--- src/rtl/weight_load_scheduler_if.sv ---
// Bundle of every handshake and bus signal around weight_load_scheduler.
//   master : host/DMA side (issues commands, sources the weight stream, reports buffer busy)
//   slave  : the scheduler itself
// Signals:
//   cfg_valid/cfg_ready/cfg_kernel_size/cfg_pe_mask  load command channel
//   abort                                            synchronous abort of the current load
//   s_valid/s_ready/s_data                           shared weight stream
//   wb_busy/wb_flush/wb_wr_en/wb_data/wb_kernel_size per-PE weight buffer port
//   busy/done/err_size                               status
interface weight_load_scheduler_if #(
  parameter int unsigned DATA_WIDTH = 16,
  parameter int unsigned NUM_PE     = 4
);
  logic                  cfg_valid;
  logic                  cfg_ready;
  logic [7:0]            cfg_kernel_size;
  logic [NUM_PE-1:0]     cfg_pe_mask;
  logic                  abort;
  logic                  s_valid;
  logic                  s_ready;
  logic [DATA_WIDTH-1:0] s_data;
  logic [NUM_PE-1:0]     wb_busy;
  logic [NUM_PE-1:0]     wb_flush;
  logic [NUM_PE-1:0]     wb_wr_en;
  logic [DATA_WIDTH-1:0] wb_data;
  logic [7:0]            wb_kernel_size;
  logic                  busy;
  logic                  done;
  logic                  err_size;

  modport master (
    output cfg_valid, cfg_kernel_size, cfg_pe_mask, abort, s_valid, s_data, wb_busy,
    input  cfg_ready, s_ready, wb_flush, wb_wr_en, wb_data, wb_kernel_size, busy, done, err_size
  );

  modport slave (
    input  cfg_valid, cfg_kernel_size, cfg_pe_mask, abort, s_valid, s_data, wb_busy,
    output cfg_ready, s_ready, wb_flush, wb_wr_en, wb_data, wb_kernel_size, busy, done, err_size
  );
endinterface

--- src/rtl/weight_load_scheduler.sv ---
// Sequences kernel-weight loading into NUM_PE weight buffers from one shared stream.
// A command (kernel size, PE mask) is accepted in IDLE; selected PEs are then visited in
// ascending index: each is armed with a one-cycle flush pulse (once its buffer is not busy)
// and receives exactly kernel_size stream words before the next PE is selected.
// Ports:
//   clk   clock
//   rstn  asynchronous active-low reset
//   bus   weight_load_scheduler_if.slave (command, stream, buffer and status signals)
// The interface instance must be parameterised with the same DATA_WIDTH and NUM_PE.
module weight_load_scheduler #(
  parameter int unsigned DATA_WIDTH = 16,
  parameter int unsigned NUM_PE     = 4,
  parameter int unsigned MAX_KSIZE  = 16
) (
  input logic                     clk,
  input logic                     rstn,
  weight_load_scheduler_if.slave  bus
);

  localparam int unsigned PeW = (NUM_PE > 1) ? $clog2(NUM_PE) : 1;

  typedef enum logic [2:0] {
    StIdle,
    StSelect,
    StArm,
    StStream,
    StDone
  } state_e;

  state_e            state_q;
  logic [NUM_PE-1:0] remaining_q;
  logic [PeW-1:0]    cur_pe_q;
  logic [7:0]        count_q;
  logic [7:0]        ksize_q;
  logic              cfg_ready_q;
  logic              done_q;
  logic              err_size_q;

  logic              size_ok;
  logic              arm_go;
  logic              stream_en;
  logic              beat;
  logic [NUM_PE-1:0] cur_onehot;

  function automatic logic [PeW-1:0] lowest_set(input logic [NUM_PE-1:0] m);
    lowest_set = '0;
    for (int i = int'(NUM_PE) - 1; i >= 0; i--) begin
      if (m[i]) lowest_set = PeW'(i);
    end
  endfunction

  // Abort gates every strobe in its own cycle, so nothing reaches a buffer while unwinding.
  always_comb begin
    size_ok    = (bus.cfg_kernel_size != 8'd0) && (bus.cfg_kernel_size <= 8'(MAX_KSIZE));
    cur_onehot = NUM_PE'(1) << cur_pe_q;
    arm_go     = (state_q == StArm) && !bus.abort && !bus.wb_busy[cur_pe_q];
    stream_en  = (state_q == StStream) && !bus.abort;
    beat       = stream_en && bus.s_valid;
  end

  always_comb begin
    bus.cfg_ready      = cfg_ready_q;
    bus.s_ready        = stream_en;
    bus.wb_flush       = arm_go ? cur_onehot : '0;
    bus.wb_wr_en       = beat ? cur_onehot : '0;
    bus.wb_data        = beat ? bus.s_data : '0;
    bus.wb_kernel_size = ksize_q;
    bus.busy           = (state_q != StIdle);
    bus.done           = done_q;
    bus.err_size       = err_size_q;
  end

  always_ff @(posedge clk or negedge rstn) begin
    if (!rstn) begin
      state_q     <= StIdle;
      remaining_q <= '0;
      cur_pe_q    <= '0;
      count_q     <= '0;
      ksize_q     <= '0;
      cfg_ready_q <= 1'b1;
      done_q      <= 1'b0;
      err_size_q  <= 1'b0;
    end else begin
      done_q     <= 1'b0;
      err_size_q <= 1'b0;
      if (bus.abort && (state_q != StIdle)) begin
        state_q     <= StIdle;
        remaining_q <= '0;
        cfg_ready_q <= 1'b1;
      end else begin
        unique case (state_q)
          StIdle: begin
            if (bus.cfg_valid) begin
              if (!size_ok) begin
                // Rejected: latched size and mask keep their previous values.
                err_size_q <= 1'b1;
              end else begin
                ksize_q     <= bus.cfg_kernel_size;
                remaining_q <= bus.cfg_pe_mask;
                cfg_ready_q <= 1'b0;
                state_q     <= StSelect;
              end
            end
          end
          StSelect: begin
            if (remaining_q == '0) begin
              done_q  <= 1'b1;
              state_q <= StDone;
            end else begin
              cur_pe_q <= lowest_set(remaining_q);
              state_q  <= StArm;
            end
          end
          StArm: begin
            if (!bus.wb_busy[cur_pe_q]) begin
              count_q <= '0;
              state_q <= StStream;
            end
          end
          StStream: begin
            if (bus.s_valid) begin
              count_q <= count_q + 8'd1;
              if (count_q == ksize_q - 8'd1) begin
                remaining_q[cur_pe_q] <= 1'b0;
                state_q               <= StSelect;
              end
            end
          end
          StDone: begin
            cfg_ready_q <= 1'b1;
            state_q     <= StIdle;
          end
          default: begin
            cfg_ready_q <= 1'b1;
            state_q     <= StIdle;
          end
        endcase
      end
    end
  end

endmodule
--- src/flat_wrapper.sv ---
// flat-port wrapper written by rule: the top's interface ports become plain ports
module weight_load_scheduler_flat 
#(
  parameter int unsigned DATA_WIDTH = 16,
  parameter int unsigned NUM_PE     = 4,
  parameter int unsigned MAX_KSIZE  = 16
)
  (clk, rstn, bus_cfg_valid, bus_cfg_kernel_size, bus_cfg_pe_mask, bus_abort, bus_s_valid, bus_s_data, bus_wb_busy, bus_cfg_ready, bus_s_ready, bus_wb_flush, bus_wb_wr_en, bus_wb_data, bus_wb_kernel_size, bus_busy, bus_done, bus_err_size);
  weight_load_scheduler_if #(.DATA_WIDTH(DATA_WIDTH), .NUM_PE(NUM_PE)) bus_i ();
  input logic clk;
  input logic rstn;
  input wire logic [$bits(bus_i.cfg_valid)-1:0] bus_cfg_valid;
  input wire logic [$bits(bus_i.cfg_kernel_size)-1:0] bus_cfg_kernel_size;
  input wire logic [$bits(bus_i.cfg_pe_mask)-1:0] bus_cfg_pe_mask;
  input wire logic [$bits(bus_i.abort)-1:0] bus_abort;
  input wire logic [$bits(bus_i.s_valid)-1:0] bus_s_valid;
  input wire logic [$bits(bus_i.s_data)-1:0] bus_s_data;
  input wire logic [$bits(bus_i.wb_busy)-1:0] bus_wb_busy;
  output wire logic [$bits(bus_i.cfg_ready)-1:0] bus_cfg_ready;
  output wire logic [$bits(bus_i.s_ready)-1:0] bus_s_ready;
  output wire logic [$bits(bus_i.wb_flush)-1:0] bus_wb_flush;
  output wire logic [$bits(bus_i.wb_wr_en)-1:0] bus_wb_wr_en;
  output wire logic [$bits(bus_i.wb_data)-1:0] bus_wb_data;
  output wire logic [$bits(bus_i.wb_kernel_size)-1:0] bus_wb_kernel_size;
  output wire logic [$bits(bus_i.busy)-1:0] bus_busy;
  output wire logic [$bits(bus_i.done)-1:0] bus_done;
  output wire logic [$bits(bus_i.err_size)-1:0] bus_err_size;
  assign bus_i.cfg_valid = bus_cfg_valid;
  assign bus_i.cfg_kernel_size = bus_cfg_kernel_size;
  assign bus_i.cfg_pe_mask = bus_cfg_pe_mask;
  assign bus_i.abort = bus_abort;
  assign bus_i.s_valid = bus_s_valid;
  assign bus_i.s_data = bus_s_data;
  assign bus_i.wb_busy = bus_wb_busy;
  assign bus_cfg_ready = bus_i.cfg_ready;
  assign bus_s_ready = bus_i.s_ready;
  assign bus_wb_flush = bus_i.wb_flush;
  assign bus_wb_wr_en = bus_i.wb_wr_en;
  assign bus_wb_data = bus_i.wb_data;
  assign bus_wb_kernel_size = bus_i.wb_kernel_size;
  assign bus_busy = bus_i.busy;
  assign bus_done = bus_i.done;
  assign bus_err_size = bus_i.err_size;
  weight_load_scheduler #(.DATA_WIDTH(DATA_WIDTH), .NUM_PE(NUM_PE), .MAX_KSIZE(MAX_KSIZE)) u_core (.clk(clk), .rstn(rstn), .bus(bus_i));
endmodule
--- config.mk ---
export PLATFORM = sky130hd
export DESIGN_NAME = weight_load_scheduler_flat
export DESIGN_NICKNAME = d
export VERILOG_FILES = /design/src/rtl/weight_load_scheduler_if.sv /design/src/rtl/weight_load_scheduler.sv /design/src/flat_wrapper.sv
export SDC_FILE = /design/constraint.sdc
export NUM_CORES = 1
export LEC_CHECK = 0
export BUFFER_PORTS_ARGS = -buffer_cell sky130_fd_sc_hd__buf_2
export CAP_MARGIN = 25
export CORE_MARGIN = 2
export CORE_UTILIZATION = 45
export CTS_BUF_LIST = sky130_fd_sc_hd__clkbuf_4
export CTS_CLUSTER_DIAMETER = 30
export DETAILED_ROUTE_END_ITERATION = 8
export HOLD_SLACK_MARGIN = 0.08
export MAX_ROUTING_LAYER = met4
export PLACE_DENSITY_LB_ADDON = 0.08
export REMOVE_ABC_BUFFERS = 1
export SLEW_MARGIN = 25
export SYNTH_ARGS = -nofsm -noshare
export SYNTH_HDL_FRONTEND = slang
export SYNTH_SLANG_ARGS = --single-unit
export TNS_END_PERCENT = 1
--- constraint.sdc ---
create_clock -name clk -period 2 [get_ports clk]
set_input_delay 0.2 -clock clk [delete_from_list [all_inputs] [get_ports clk]]
set_output_delay 0.2 -clock clk [all_outputs]
set_load 0.01 [all_outputs]
== Yosys cells after proc, flatten, opt, wreduce, memory -nomap -nowiden ==
Index checks and enable logic that the tools add are counted.
Word-level totals
  bits in registers: 28
  bits in latches: 0
  RAM bits: 0
  ROM bits: 0
  bits of input ports: 37
  output and inout port bits: 37
  logic and storage cells: 91
  memories: 0
Cells by class
  add/subtract/negate cells: 2
  $mul: 0
  divide/modulo/power cells: 0
  order comparisons: 3
  eq/ne operators: 12
  shift-type cells: 1
  muxes and demuxes: 39
  bitwise logic cells: 4
  reductions and logical operators: 22
Operator list (count)
  two-way mux 4 bit: 7
  two-way mux 3 bit: 7
  two-way mux 16 bit: 1
  two-way mux 8 bit: 2
  one-hot mux 8 bit (2 select lines): 1
  two-way mux 1 bit: 12
  one-hot mux 3 bit (4 select lines): 1
  AND reduction 5 bit: 2
  inequality test 3 bit (second input constant): 3
  adder 8 x 1 -> 8 bit (second input constant): 1
  equality test 8 bit: 1
  <= comparator 8 x 5 -> 1 bit (second input constant): 1
  two-way mux 2 bit: 4
  one-hot mux 4 bit (2 select lines): 1
  AND reduction 4 bit: 2
  nonzero test 8 bit: 1
  subtractor 8 x 1 -> 8 bit (second input constant): 1
  logical AND 1 bit: 7
  equality test 3 x 2 -> 1 bit (second input constant): 2
  AND reduction 3 bit: 2
  nonzero test 3 bit: 2
  AND 4 bit: 1
  logical NOT 4 bit: 1
  inequality test 2 bit (second input constant): 2
  16 further kinds: 18

== Depth between registers and ports, before layout ==
  depth after elaboration: 10
  depth in mapped cells: 8
  gate-level depth less buffers: 8

== Worst setup path before layout ==
OpenSTA, ideal clock, no wires.
  path kind: flip-flop to flip-flop
  from: register u_core.cur_pe_q[0]
  to: register u_core.count_q[5]
  library setup time: 0.132 ns
  arrival: 2.006 ns
  data required time: 1.868 ns
  setup slack: -0.138 ns
  stages on the path, launching flop included: 8
  path buffers: 1
  clock period less this slack: 2.138 ns
  cell sequence: dfrtp_1 buf_6 mux4_2 a2111oi_4 and4_4 and3_1 xnor2_1 nor2_1
On the way
  cells in the longest elaborated chain, start to end: 4
Ends and longest elaborated chain
  from (decl): line weight_load_scheduler.sv:32  | logic [PeW-1:0] cur_pe_q;
  from (signal assigned): line weight_load_scheduler.sv:110  | cur_pe_q <= lowest_set(remaining_q);
  binary-select mux 1 bit (select 2 bit): line weight_load_scheduler.sv:115  | if (!bus.wb_busy[cur_pe_q]) begin
  two-way mux 1 bit (implied by the code): line weight_load_scheduler.sv:115
  inequality test 2 bit (no line)
  AND reduction 4 bit (no line)
  to (signal assigned): line weight_load_scheduler.sv:122  | count_q <= count_q + 8'd1;
  to (decl): line weight_load_scheduler.sv:33  | logic [7:0] count_q;
Every way passes these cells. The select of a mux whose other input is x is not followed.
A chain may end at the register's enable or synchronous reset.

== Final worst setup path ==
  from: register u_core.cur_pe_q[0]
  to: output bus_wb_flush[3]
On the way
  cells in the longest elaborated chain, start to end: 5
Ends and longest elaborated chain
  binary-select mux 1 bit (select 2 bit): line weight_load_scheduler.sv:56  | arm_go = (state_q == StArm) && !bus.abort && !bus.wb_busy[cur_pe_q];
  two-way mux 1 bit (implied by the code): line weight_load_scheduler.sv:56
  logical NOT 1 bit: line weight_load_scheduler.sv:56
  logical AND 1 bit: line weight_load_scheduler.sv:56
  two-way mux 4 bit *: line weight_load_scheduler.sv:64  | bus.wb_flush = arm_go ? cur_onehot : '0;
  to (decl): line flat_wrapper.sv:21  | output wire logic [$bits(bus_i.wb_flush)-1:0] bus_wb_flush;
Every way passes the cells marked *; elsewhere a longest branch is shown, timed or not. The select of a mux whose other input is x is not followed.

==> impl_metrics.py <==
metrics = {
    "final_layout": {
        "antenna_cells": 0,
        "final_cell_mix": "buf_2, dfrtp_1, and3_1, buf_4",
        "utilization": 0.6721,
        "fillCellCount": 299,
        "final_common_cell": "buf_2",
        "syn2layout_area_growth_pct": 42.47,
        "fin_nets": 335,
        "drive_gt1_frac": 0.4068,
    },
    "routing": {
        "drcViolationCount": 0,
        "vias": 1854,
        "vias_per_cell": 5.405,
        "postRouteAntennaNets": 0,
        "drt-initial-drc-count": 69,
        "wl_um": 4811,
        "dr.pass1.iters": 4,
        "wire_per_inst_um": 14.03,
    },
    "min_path": {
        "hp-class": "primary input to flop",
    },
    "setup_path": {
        "worst_ep_arrival_time_ns": 2.06,
        "cp.required_ns": 1.80,
        "end_kind": "primary output",
        "worstPathMaxFanout": 3,
        "worstSetupPathType": "flop to primary output",
        "cp_slowest_stage_delay_ns": 0.53,
        "cp.buffers_inverters": 1,
        "crit_family": "simple AND/OR/NAND/NOR gates",
        "worstPathCellList": "mux4_2, or3_4, nor2_4, and3_4, buf_6",
        "start_kind": "flop",
        "cp_slowest_cell": "mux4_2",
    },
    "yosys": {
        "synth_top_family_by_area": "simple AND/OR/NAND/NOR gates",
        "async_flop_share": 1.000,
        "synth_adder_area_share": 0.01428,
        "muxShareOfSynthArea": 0.01927,
        "synth-compound-area-share": 0.1356,
        "synth.distinct_cells": 43,
        "ys_ff_latch": 28,
        "synth_xor_area_frac": 0.06995,
        "yosysSeqAreaShare": 0.4004,
        "synthFlopType": "dfrtp_1",
        "synth.avg_cell_area_um2": 8.809,
        "ys_warn_count": 0,
        "synth_area_mm2": 0.001753,
        "postSynthCellCount": 199,
        "synth_edf_count": 0,
        "yosys.area_share.simple": 0.3176,
    },
    "clock_tree": {
        "htreeDepth": 1,
        "cts_tree": "yes",
        "path_clk_slew_ns": 0.14,
        "clk-insertion-delay-late_ns": 0.33,
        "root_buffer": "clkbuf_4",
        "cts_sinks": 28,
        "clockBufferDepth": 2,
        "cts_made_buffers": 3,
    },
    "sta": {
        "relSlewSlack": 0.5826,
        "timing.final.ws_setup_ns": -0.2614,
        "hold_violations": 0,
        "drv_slew": 0,
        "rsz0062_at_grt": "true",
        "fin_crit_ns": 2.261,
        "fmax_mhz": 442.2,
        "finalSetupViolCount": 9,
        "skew_ns": 0.004042,
        "worstMarginPinSlew_ns": 0.6261,
        "timing.final.crit_share": 1.131,
    },
    "floorplan": {
        "die_w_um": 66.42,
        "num_rows": 22,
        "pin_count": 74,
        "initial_core_util": 0.4717,
        "dieArea_mm2": 0.004411,
        "coreArea_mm2": 0.003716,
        "die_h_um": 66.42,
    },
    "grt": {
        "grt_pass1_wl_um": 7783,
        "antenna_found_initial": 0,
        "first_global_vias": 1713,
        "overflow": 0,
        "grt_usage": 0.2401,
        "grt_max_degree": 29,
    },
    "pwr": {
        "p_leak_nw": 1.315,
        "vdd_drop_max_v": 0.0004634,
        "power_density_mw_per_mm2": 658.6,
        "finalPower_mw": 1.645,
    },
    "place": {
        "place.detailed.hpwl_um": 3722,
        "numPortBuffers": 73,
        "place.gp.congestion": 0.8864,
    },
    "flow_run": {
        "drv_cap": 0,
    },
    "run_status": {
        "status": "finished, violations left",
        "violations": "setup timing",
    },
}
## final cells by class
| type | count | area (um2) | share of cell area |
|---|---|---|---|
| Timing Repair Buffer | 100 | 608.1 | 0.2435 |
| Multi-Input combinational cell | 153 | 1060 | 0.4243 |
| Clock inverter | 1 | 3.754 | 0.001503 |
| Tap cell | 48 | 60.06 | 0.02405 |
| Inverter | 10 | 40.04 | 0.01603 |
| Clock buffer | 3 | 22.52 | 0.009018 |
| Sequential cell | 28 | 703.2 | 0.2816 |
## worst paths after layout
| check | startpoint | end | slack [ns] | cells after the start |
|---|---|---|---|---|
| min reg2reg | u_core.bus.cfg_ready | u_core.bus.cfg_ready | 0.53 | 2 |
| max | u_core.cur_pe_q[0] | bus_wb_flush[3] | -0.26 | 5 |
| min | bus_cfg_pe_mask[2] | u_core.remaining_q[2] | 0.09 | 3 |
| max reg2reg | u_core.cur_pe_q[0] | u_core.count_q[7] | -0.09 | 7 |
| min in group asynchronous | rstn | u_core.count_q[7] | 0.39 | 2 |
| max in group asynchronous | rstn | u_core.state_q[0] | 1.16 | 2 |
## cell families (layout without fill, tap and decap cells)
| kind of cell | after synthesis | count (layout) |
|---|---|---|
| adders and majority gates | 2 | 2 |
| and+or+nand+nor | 104 | 104 |
| xor gates and xnor gates | 14 | 14 |
| muxes | 2 | 2 |
| DFF | 28 | 28 |
| AOI/OAI and AO/OA | 31 | 31 |
| buffers and inverters | 18 | 114 |
## where the power goes
group | total (mW) | internal, mW | switching [mW] | leakage [nW]
registers | 0.719 | 0.646 | 0.0736 | 0.369
logic | 0.685 | 0.322 | 0.363 | 0.931
clock network | 0.240 | 0.0735 | 0.167 | 0.0154
## tightest hold or removal path, cell delays in order
cell     delay, ns
buf_2         0.08
a32oi_1       0.05
o21ai_0       0.07
## registers in the layout, indices dropped and copies added (netlist names)
signal                     flops
u_core.bus.wb_kernel_size      8
u_core.bus.done                1
u_core.state_q                 3
u_core.bus.err_size            1
u_core.remaining_q             4
u_core.bus.cfg_ready           1
u_core.count_q                 8
u_core.cur_pe_q                2
## through the flow
| step | cell area [um2] | hold slack, ns | instances | TNS [ns] | setup WS (ns) |
|---|---|---|---|---|---|
| after floorplan | 1715 | -0.09559 | 191 | -0.8932 | -0.1803 |
| after global placement | 2281 | 0.2575 | 329 | -0.4477 | -0.1084 |
| after detailed placement | 2281 | 0.2533 | 329 | -0.6656 | -0.1483 |
| after CTS | 2470 | 0.08455 | 343 | -1.376 | -0.3057 |
| after global routing | 2497 | 0.08861 | 343 | -2.697 | -0.3623 |
| final | 2497 | 0.09315 | 343 | -1.183 | -0.2614 |
## metal layers
layer	global-route usage	vias to the layer above	share of wire
met5	-	-	0
met4	0.07143	0	0.0096
met3	0.02044	5	0.074
met2	0.4150	80	0.49
met1	0.2998	854	0.43
li1	-	915	-
## repair_timing
item                       in CTS  in global routing
setup endpoints to repair      14                 31
hold buffers                    7                  0
pin swaps                       9                  6
hold endpoints to repair       33                  0
buffers inserted                3                  0
gates resized for setup        18                  8
## cells in the mapped netlist, types with 3 or more instances
cell	count	area, um2
a21oi_1	6	30.03
a32oi_1	4	35.03
and2_1	4	25.02
and3_1	21	131.4
clkbuf_1	7	26.28
dfrtp_1	27	675.7
inv_1	10	37.54
nand2_1	17	63.81
nand2b_1	4	25.02
nand3_1	6	30.03
nand3b_1	4	30.03
nand4_1	4	25.02
nor2_1	21	78.83
nor2b_1	3	18.77
nor3_1	6	30.03
nor4_1	5	31.28
o21ai_0	7	35.03
or3_1	3	18.77
xnor2_1	6	52.55
xor2_1	8	70.07
No activity file was read; power rests on OpenSTA's default activity.
